**src/rtl/fb_rect_fill.sv**
```systemverilog
// Rectangle fill engine: accepts one clipped rectangle command at a time and
// streams one framebuffer write per clock in raster order.
module fb_rect_fill #(
    parameter int FB_X = 1280,
    parameter int FB_Y = 720,
    localparam int X_BITS    = $clog2(FB_X),
    localparam int Y_BITS    = $clog2(FB_Y),
    localparam int W_BITS    = $clog2(FB_X + 1),
    localparam int H_BITS    = $clog2(FB_Y + 1),
    localparam int ADDR_BITS = $clog2(FB_X * FB_Y)
) (
    input  logic                 clk_i,
    input  logic                 rst_n_i,
    input  logic                 cmd_valid_i,
    output logic                 cmd_ready_o,
    input  logic [X_BITS-1:0]    cmd_x_i,
    input  logic [Y_BITS-1:0]    cmd_y_i,
    input  logic [W_BITS-1:0]    cmd_w_i,
    input  logic [H_BITS-1:0]    cmd_h_i,
    input  logic [23:0]          cmd_color_i,
    output logic [ADDR_BITS-1:0] pxl_addr_o,
    output logic [23:0]          pxl_data_o,
    output logic                 pxl_en_o,
    output logic                 busy_o,
    output logic                 done_o,
    output logic [1:0]           dbg_state_o
);

    // Handshake: a command transfers on a rising clk_i edge where
    // cmd_valid_i && cmd_ready_o; the caller holds cmd_* stable until then.

    typedef enum logic [1:0] {
        S_IDLE = 2'd0,
        S_CLIP = 2'd1,
        S_FILL = 2'd2
    } state_t;

    localparam logic [W_BITS:0]      FB_X_W = (W_BITS + 1)'(FB_X);
    localparam logic [H_BITS:0]      FB_Y_H = (H_BITS + 1)'(FB_Y);
    localparam logic [ADDR_BITS-1:0] FB_X_A = ADDR_BITS'(FB_X);
    localparam logic [W_BITS:0]      COL_ONE = (W_BITS + 1)'(1);
    localparam logic [H_BITS:0]      ROW_ONE = (H_BITS + 1)'(1);

    state_t state_q, state_d;

    logic [X_BITS-1:0]    x_q;
    logic [Y_BITS-1:0]    y_q;
    logic [W_BITS-1:0]    w_q;
    logic [H_BITS-1:0]    h_q;
    logic [23:0]          color_q;
    logic [W_BITS:0]      w_eff_q, col_q;
    logic [H_BITS:0]      h_eff_q, row_q;
    logic [ADDR_BITS-1:0] row_start_q;

    logic [W_BITS:0]      x_ext, w_ext, rem_x, w_eff_c;
    logic [H_BITS:0]      y_ext, h_ext, rem_y, h_eff_c;
    logic [ADDR_BITS-1:0] start_c;
    logic                 empty_c, row_end_c, last_c;

    // Clipping arithmetic runs one bit wider than the size fields so that
    // FB - x never wraps; start_c is only consumed when the command is non-empty.
    always_comb begin
        x_ext     = (W_BITS + 1)'(x_q);
        y_ext     = (H_BITS + 1)'(y_q);
        w_ext     = (W_BITS + 1)'(w_q);
        h_ext     = (H_BITS + 1)'(h_q);
        empty_c   = (x_ext >= FB_X_W) || (y_ext >= FB_Y_H) || (w_q == '0) || (h_q == '0);
        rem_x     = FB_X_W - x_ext;
        rem_y     = FB_Y_H - y_ext;
        w_eff_c   = (w_ext < rem_x) ? w_ext : rem_x;
        h_eff_c   = (h_ext < rem_y) ? h_ext : rem_y;
        start_c   = ADDR_BITS'(y_q) * FB_X_A + ADDR_BITS'(x_q);
        row_end_c = (col_q + COL_ONE) == w_eff_q;
        last_c    = row_end_c && ((row_q + ROW_ONE) == h_eff_q);
    end

    always_ff @(posedge clk_i or negedge rst_n_i) begin
        if (!rst_n_i) begin
            state_q <= S_IDLE;
        end else begin
            state_q <= state_d;
        end
    end

    always_comb begin
        state_d = state_q;
        case (state_q)
            S_IDLE:  if (cmd_valid_i) state_d = S_CLIP;
            S_CLIP:  state_d = empty_c ? S_IDLE : S_FILL;
            S_FILL:  if (last_c) state_d = S_IDLE;
            default: state_d = S_IDLE;
        endcase
    end

    always_comb begin
        cmd_ready_o = (state_q == S_IDLE);
        busy_o      = !cmd_ready_o;
        dbg_state_o = state_q;
    end

    // col_q/row_q always describe the write currently on the pxl_* port.
    always_ff @(posedge clk_i or negedge rst_n_i) begin
        if (!rst_n_i) begin
            x_q         <= '0;
            y_q         <= '0;
            w_q         <= '0;
            h_q         <= '0;
            color_q     <= '0;
            w_eff_q     <= '0;
            h_eff_q     <= '0;
            col_q       <= '0;
            row_q       <= '0;
            row_start_q <= '0;
            pxl_addr_o  <= '0;
            pxl_data_o  <= '0;
            pxl_en_o    <= 1'b0;
            done_o      <= 1'b0;
        end else begin
            done_o <= 1'b0;
            case (state_q)
                S_IDLE: begin
                    if (cmd_valid_i) begin
                        x_q     <= cmd_x_i;
                        y_q     <= cmd_y_i;
                        w_q     <= cmd_w_i;
                        h_q     <= cmd_h_i;
                        color_q <= cmd_color_i;
                    end
                end
                S_CLIP: begin
                    if (empty_c) begin
                        done_o <= 1'b1;
                    end else begin
                        w_eff_q     <= w_eff_c;
                        h_eff_q     <= h_eff_c;
                        col_q       <= '0;
                        row_q       <= '0;
                        row_start_q <= start_c;
                        pxl_addr_o  <= start_c;
                        pxl_data_o  <= color_q;
                        pxl_en_o    <= 1'b1;
                    end
                end
                S_FILL: begin
                    if (last_c) begin
                        pxl_en_o <= 1'b0;
                        done_o   <= 1'b1;
                    end else if (row_end_c) begin
                        col_q       <= '0;
                        row_q       <= row_q + ROW_ONE;
                        row_start_q <= row_start_q + FB_X_A;
                        pxl_addr_o  <= row_start_q + FB_X_A;
                    end else begin
                        col_q      <= col_q + COL_ONE;
                        pxl_addr_o <= pxl_addr_o + ADDR_BITS'(1);
                    end
                end
                default: pxl_en_o <= 1'b0;
            endcase
        end
    end

endmodule

```
**config.mk**
```make
export PLATFORM = sky130hd
export DESIGN_NAME = fb_rect_fill
export DESIGN_NICKNAME = d
export VERILOG_FILES = /design/src/rtl/fb_rect_fill.sv
export SDC_FILE = /design/constraint.sdc
export NUM_CORES = 1
export LEC_CHECK = 0
export BUFFER_PORTS_ARGS = -buffer_cell sky130_fd_sc_hd__buf_2
export CAP_MARGIN = 20
export CORE_MARGIN = 2
export CORE_UTILIZATION = 25
export DETAILED_ROUTE_END_ITERATION = 12
export PLACE_DENSITY_LB_ADDON = 0.08
export SETUP_SLACK_MARGIN = 0.2
export SLEW_MARGIN = 40
export SYNTH_ARGS = -nofsm -noshare
export SYNTH_HDL_FRONTEND = slang
export SYNTH_SLANG_ARGS = --single-unit
```
**constraint.sdc**
```tcl
create_clock -name clk_i -period 7.9 [get_ports clk_i]
set_input_delay 1.185 -clock clk_i [delete_from_list [all_inputs] [get_ports clk_i]]
set_output_delay 1.185 -clock clk_i [all_outputs]
set_load 0.1 [all_outputs]
```
=== After elaboration in Yosys (flattened, before gate mapping) ===
Cells that the tools add are included.

* Logic and storage cells: 80
* Input bits: 69
* Output and inout bits: 50
* Register bits: 180

* Bitwise operators: 2
* Reductions and logical operators: 15
* Mux-type cells: 27
* Magnitude comparators: 4
* Equal/unequal tests: 9
* Multiply operators: 1
* $add $sub $neg: 7

{| class="wikitable"
|+ Operators by type and width
! kind !! number
|-
| 20-bit 2-to-1 mux || 5
|-
| 20-bit one-hot mux with 2 select lines || 2
|-
| 12-bit 2-to-1 mux || 4
|-
| 11-bit 2-to-1 mux || 4
|-
| 12-bit one-hot mux with 2 select lines || 1
|-
| 11-bit one-hot mux with 2 select lines || 1
|-
| 20-bit by 1-bit adder with 20-bit output, second input constant || 1
|-
| 20-bit by 11-bit adder with 20-bit output || 1
|-
| 20-bit by 11-bit adder with 20-bit output, second input constant || 1
|-
| 12-bit by 1-bit adder with 12-bit output, second input constant || 1
|-
| 12-bit equality test || 1
|-
| 11-bit by 12-bit < comparator with 1-bit output || 1
|-
| 10-bit by 3-bit multiplier with 12-bit output, second input constant || 1
|-
| 11-bit by 11-bit subtractor with 12-bit output, first input constant || 1
|-
| 11-bit by 1-bit adder with 11-bit output, second input constant || 1
|-
| 11-bit equality test || 1
|-
| 11-bit >= comparator, second input constant || 1
|-
| 11-bit zero test || 1
|-
| 10-bit by 11-bit < comparator with 1-bit output || 1
|-
| 10-bit by 10-bit subtractor with 11-bit output, first input constant || 1
|-
| 10-bit >= comparator, second input constant || 1
|-
| 10-bit zero test || 1
|-
| 2-bit inequality test, second input constant || 5
|-
| 2-bit 2-to-1 mux || 3
|-
| 15 further kinds || 24
|}

=== Logic depth before layout (Yosys ltp) ===
* Word-level depth: 6
* Gate-level depth with buffers: 14
* Gate-level depth less buffers: 13

=== Worst setup path before layout ===
OpenSTA, ideal clock, no wires.

* Path kind: reg2out
* Start: register state_q[1] (netlist: dbg_state_o[1])
* End: output port busy_o
* Data required time: 6.715 ns
* Cell stages (with the launch flop): 4
* Arrival: 2.619 ns
* Path buffers: 0
* Setup slack: 4.096 ns
* Cell sequence: dfrtp_1 inv_1 ha_1 inv_1

* Cells in the longest elaborated chain, start to end: 2

{| class="wikitable"
|+ Ends and longest elaborated chain
! item !! line !! text
|-
| start: declaration || 44 || <nowiki>state_t state_q, state_d;</nowiki>
|-
| start signal: assignment || 81 || <nowiki>state_q <= state_d;</nowiki>
|-
| 2-bit zero test || 96 || <nowiki>cmd_ready_o = (state_q == S_IDLE);</nowiki>
|-
| via cmd_ready_o || 15 || <nowiki>output logic cmd_ready_o,</nowiki>
|-
| 1-bit zero test || 97 || <nowiki>busy_o = !cmd_ready_o;</nowiki>
|-
| end: declaration || 24 || <nowiki>output logic busy_o,</nowiki>
|}

The timed path passes the listed nets, and every way through them passes these cells.

=== Final worst setup path ===
* Start: register col_q[0]
* End: register row_q[3]

* Cells in the longest elaborated chain, start to end: 5

{| class="wikitable"
|+ Ends and longest elaborated chain
! item !! line !! text
|-
| start: declaration || 51 || <nowiki>logic [W_BITS:0] w_eff_q, col_q;</nowiki>
|-
| start signal: assignment || 154 || <nowiki>col_q <= col_q + COL_ONE;</nowiki>
|-
| 12-bit by 1-bit adder with 12-bit output (*) || 73 || <nowiki>row_end_c = (col_q + COL_ONE) == w_eff_q;</nowiki>
|-
| 12-bit equality test (*) || 73 ||
|-
| 1-bit logical AND || 74 || <nowiki>last_c = row_end_c && ((row_q + ROW_ONE) == h_eff_q);</nowiki>
|-
| 2-bit inequality test (no source line) || - ||
|-
| 4-bit AND reduction (no source line) (*) || - ||
|-
| end signal: assignment || 150 || <nowiki>row_q <= row_q + ROW_ONE;</nowiki>
|-
| end: declaration || 52 || <nowiki>logic [H_BITS:0] h_eff_q, row_q;</nowiki>
|}

Every way passes the cells marked *; elsewhere a longest branch is shown, timed or not.
A chain may end at the register's enable or synchronous reset.

==> results.md <==
- Routed WL: between 30 and 40 mm
- Share of cells above drive strength 1: 0.205
- Via count: around 8400
- Global-route usage over all layers: 0.151
- Core box area: around 0.042 sq mm
- RSZ-0062 raised after global routing: no
- Sequential power share: 0.493
- Port Buf Inserts: 118
- # setup viols final: 0
- Ys flop type: dfrtp_1
- Post-Place Cells: roughly 1700
- Most crowded layer after global routing: met2
- Maximum fanout along the worst path: 32
- Tcrit/Tclk final: 0.507
- Initial DRC count: ~390
- Clk pin slew, worst setup/hold paths: 0.08 ns
- Global routing usage on met3: 0.0410
- Final ANT Viol Nets: 0
- GR Util met1: 0.213
- Hold Crit Start: color_q[13]
- Mean Syn Cell Area: 9.57 sq um
- Yosys warns: 0
- Final Hold Viols: 0
- Wirelength per Cell: 18.1 microns
- Syn Nets: about 1200
- Reg2reg start: col_q[0]
- Filler cell count: between 4000 and 5000
- Yosys cell types: 75
- Setup Skew: around 0.015 ns
- Starting Density: 0.253
- Area grow syn2layout: 16.7%
- Core Rows: 75
- Clk network pwr share: 0.487
- Leakage power: between 5 and 6 nW
- CTS resizes: 0
- Full die area: between 0.04 and 0.05 sq mm
- Post-DP HPWL: 22.6 mm
- Hold Crit Class: reg -> reg
- Worst EP arrival: around 4.4 ns
- Sw Pwr: around 0.48 mW
- CTS Buf Count: 17
- Flops & latches, synth: 180
- Top post-synthesis cells by area: dfrtp_1, mux2_2, nand2_1
- Cell taking the most area after synthesis: dfrtp_1
- Finished Layout Cells: between 1500 and 2000
- Worst-Margin Slew: between 0.7 and 0.8 ns
- Outcome: finished, final reports clean
- Post-synth EDFFs: 0
- CP endpoint kind: register
- Int Power: 1.39 mW
- Remaining global-route overflow: 0
- CP Class: reg -> reg
- Layout net count: roughly 1300
- Commonest cells post-synth: dfrtp_1, nand2_1, mux2_2
- Sw Ratio: 0.255
- CTS tree: built
- Startpoint class of the critical path: register
- Height of the die: 210 microns
- Pwr Density: around 150 mW/mm^2
- Most common cell in the netlist: dfrtp_1
- Clock insertion delay at the later pin of the skew report: just under 0.5 ns
- Minimum clock period: 4.01 ns
- Peak supply drop: between 150 and 200 uV
- DR DRC count: 0
- Number of global-route vias before repair: approximately 8400
- Overall power: roughly 1.9 mW
- Largest net degree at the start of global routing: a little over 100
- Post-CTS Repair Setup Buffers: 0
- CP startpoint: col_q[0]
- Final Util: 0.296
- H-tree levels: 4
- Via density: ~4.8
- Max-Slew Margin vs Limit: 0.496
- Final setup TNS: 0 ns
- Max Cap Viol: 0
- # clock sinks: 180
- Seq/Total Area, Yosys: 0.425
- Initial antenna violation count: 4
- Drt first pass iters: 4
- CTS max path bufs: 2
- Final Wtd Congestion: ~0.75
- Wire length of the first global-routing pass: 50.6 mm
- Cell count after synthesis: 1108
- Cts hold-fix bufs: 0
- Asr flop ratio synth: 1.00
- Comb pwr share: 0.020
- Req. time, crit path: about 8.3 ns
- Clock root buffer: clkbuf_16
- Synth Cell Area: ~0.011 sq mm
- Final slew viol count: 0
- Met2 Usage GRT: 0.220
- Max frequency: 250 MHz
- Post-synth top area share: 0.425
- Die Wd: approximately 210 microns
- I/O pins: roughly 120
-- area by class of cell --
type / count / area [sq um] / area share
multi-input combinational: 845 / 5810 / 0.470
sequential: 180 / 4500 / 0.364
tap: 539 / 674 / 0.0545
timing repair buffer: 125 / 669 / 0.0541
clock buffer: 18 / 429 / 0.0347
clock inverter: 14 / 188 / 0.0152
inverter: 25 / 93.8 / 0.00759
antenna: 1 / 2.50 / 0.000202
-- routing by layer --
metal | vias to the layer above | routed length, microns
li1 | 4147 | -
met1 | 4045 | 16000
met2 | 121 | 13600
met3 | 36 | 1410
met4 | 6 | 672
met5 | - | 38
-- cells in the final DEF (no fill, tap or decap), types with 6 or more instances in the layout --
cell type  instances
a211oi_1           6
o21ai_0           54
or4_1             15
inv_1             25
o22a_1             6
clkbuf_16         18
or3_1             22
a21o_1            11
and2_1             8
nand2_1          162
buf_2            117
nand3_1           64
buf_4              6
nor2b_1           11
o211ai_1           8
nor3_1            20
a21oi_1           31
xor2_1            38
nand4_1           11
o31ai_1           11
and3_1            12
ha_1              47
nor2_1            64
o311ai_0          10
xnor2_1           47
a31oi_1           15
mux2_2            66
dfrtp_1          180
o21a_1             7
mux2i_1           13
-- critical path: stages, from the launching register on --
cell	delay [ns]
dfrtp_1	0.42
ha_1	0.32
nand4_1	0.21
or2_2	0.35
o311ai_1	0.31
nand4b_1	0.39
o21ai_4	0.61
nand3_2	0.63
or4_1	0.60
nand3_1	0.09
-- flip-flops by register name (all words and copies together) (netlist names) --
name,count
h_q,10
row_q,11
h_eff_q,11
col_q,12
dbg_state_o,2
w_q,11
pxl_en_o,1
row_start_q,20
done_o,1
x_q,11
pxl_data_o,24
w_eff_q,12
y_q,10
pxl_addr_o,20
color_q,24
-- power by group through the flow --
stage	Combinational (mW)	Clock, mW	Sequential (mW)
floorplan	0.000499	0	0.939
global placement	0.0392	0	0.939
detailed placement	0.0402	0	0.939
CTS	0.0401	0.954	0.920
global route	0.0440	0.983	0.920
finish	0.0373	0.909	0.920
-- logic make-up (layout without fill, tap and decap cells) --
| logic type | count (synthesis) | count (layout) | share of synthesized area |
|---|---|---|---|
| compound gates | 206 | 206 | 0.132 |
| xor+xnor | 86 | 86 | 0.0724 |
| fa+ha+maj | 50 | 50 | 0.0604 |
| buf+inv | 83 | 182 | 0.0332 |
| flops | 180 | 180 | 0.425 |
| mux | 81 | 81 | 0.0852 |
| other cells | 0 | 1 | 0 |
| simple gates | 422 | 422 | 0.192 |
-- per-stage QoR --
step / worst slack, ns / hold slack [ns] / instance area [sq um]
finish: 3.89 / 0.465 / 12400
global route: 3.45 / 0.488 / 12400
CTS: 3.59 / 0.466 / 12300
detailed placement: 3.59 / 0.446 / 11700
global placement: 3.73 / 0.445 / 11700
floorplan: 4.10 / 0.433 / 10600
-- worst paths after layout --
path	endpoint	slack [ns]	cells past startpoint
setup / recovery	row_q[3]	3.89	9
hold / removal	pxl_data_o[13]	0.47	2
setup reg to reg	row_q[3]	3.89	9
hold reg to reg	pxl_data_o[13]	0.47	2
max in group asynchronous	pxl_data_o[14]	6.06	2
min in group asynchronous	y_q[8]	0.61	1
No activity file was read; power rests on OpenSTA's default activity.
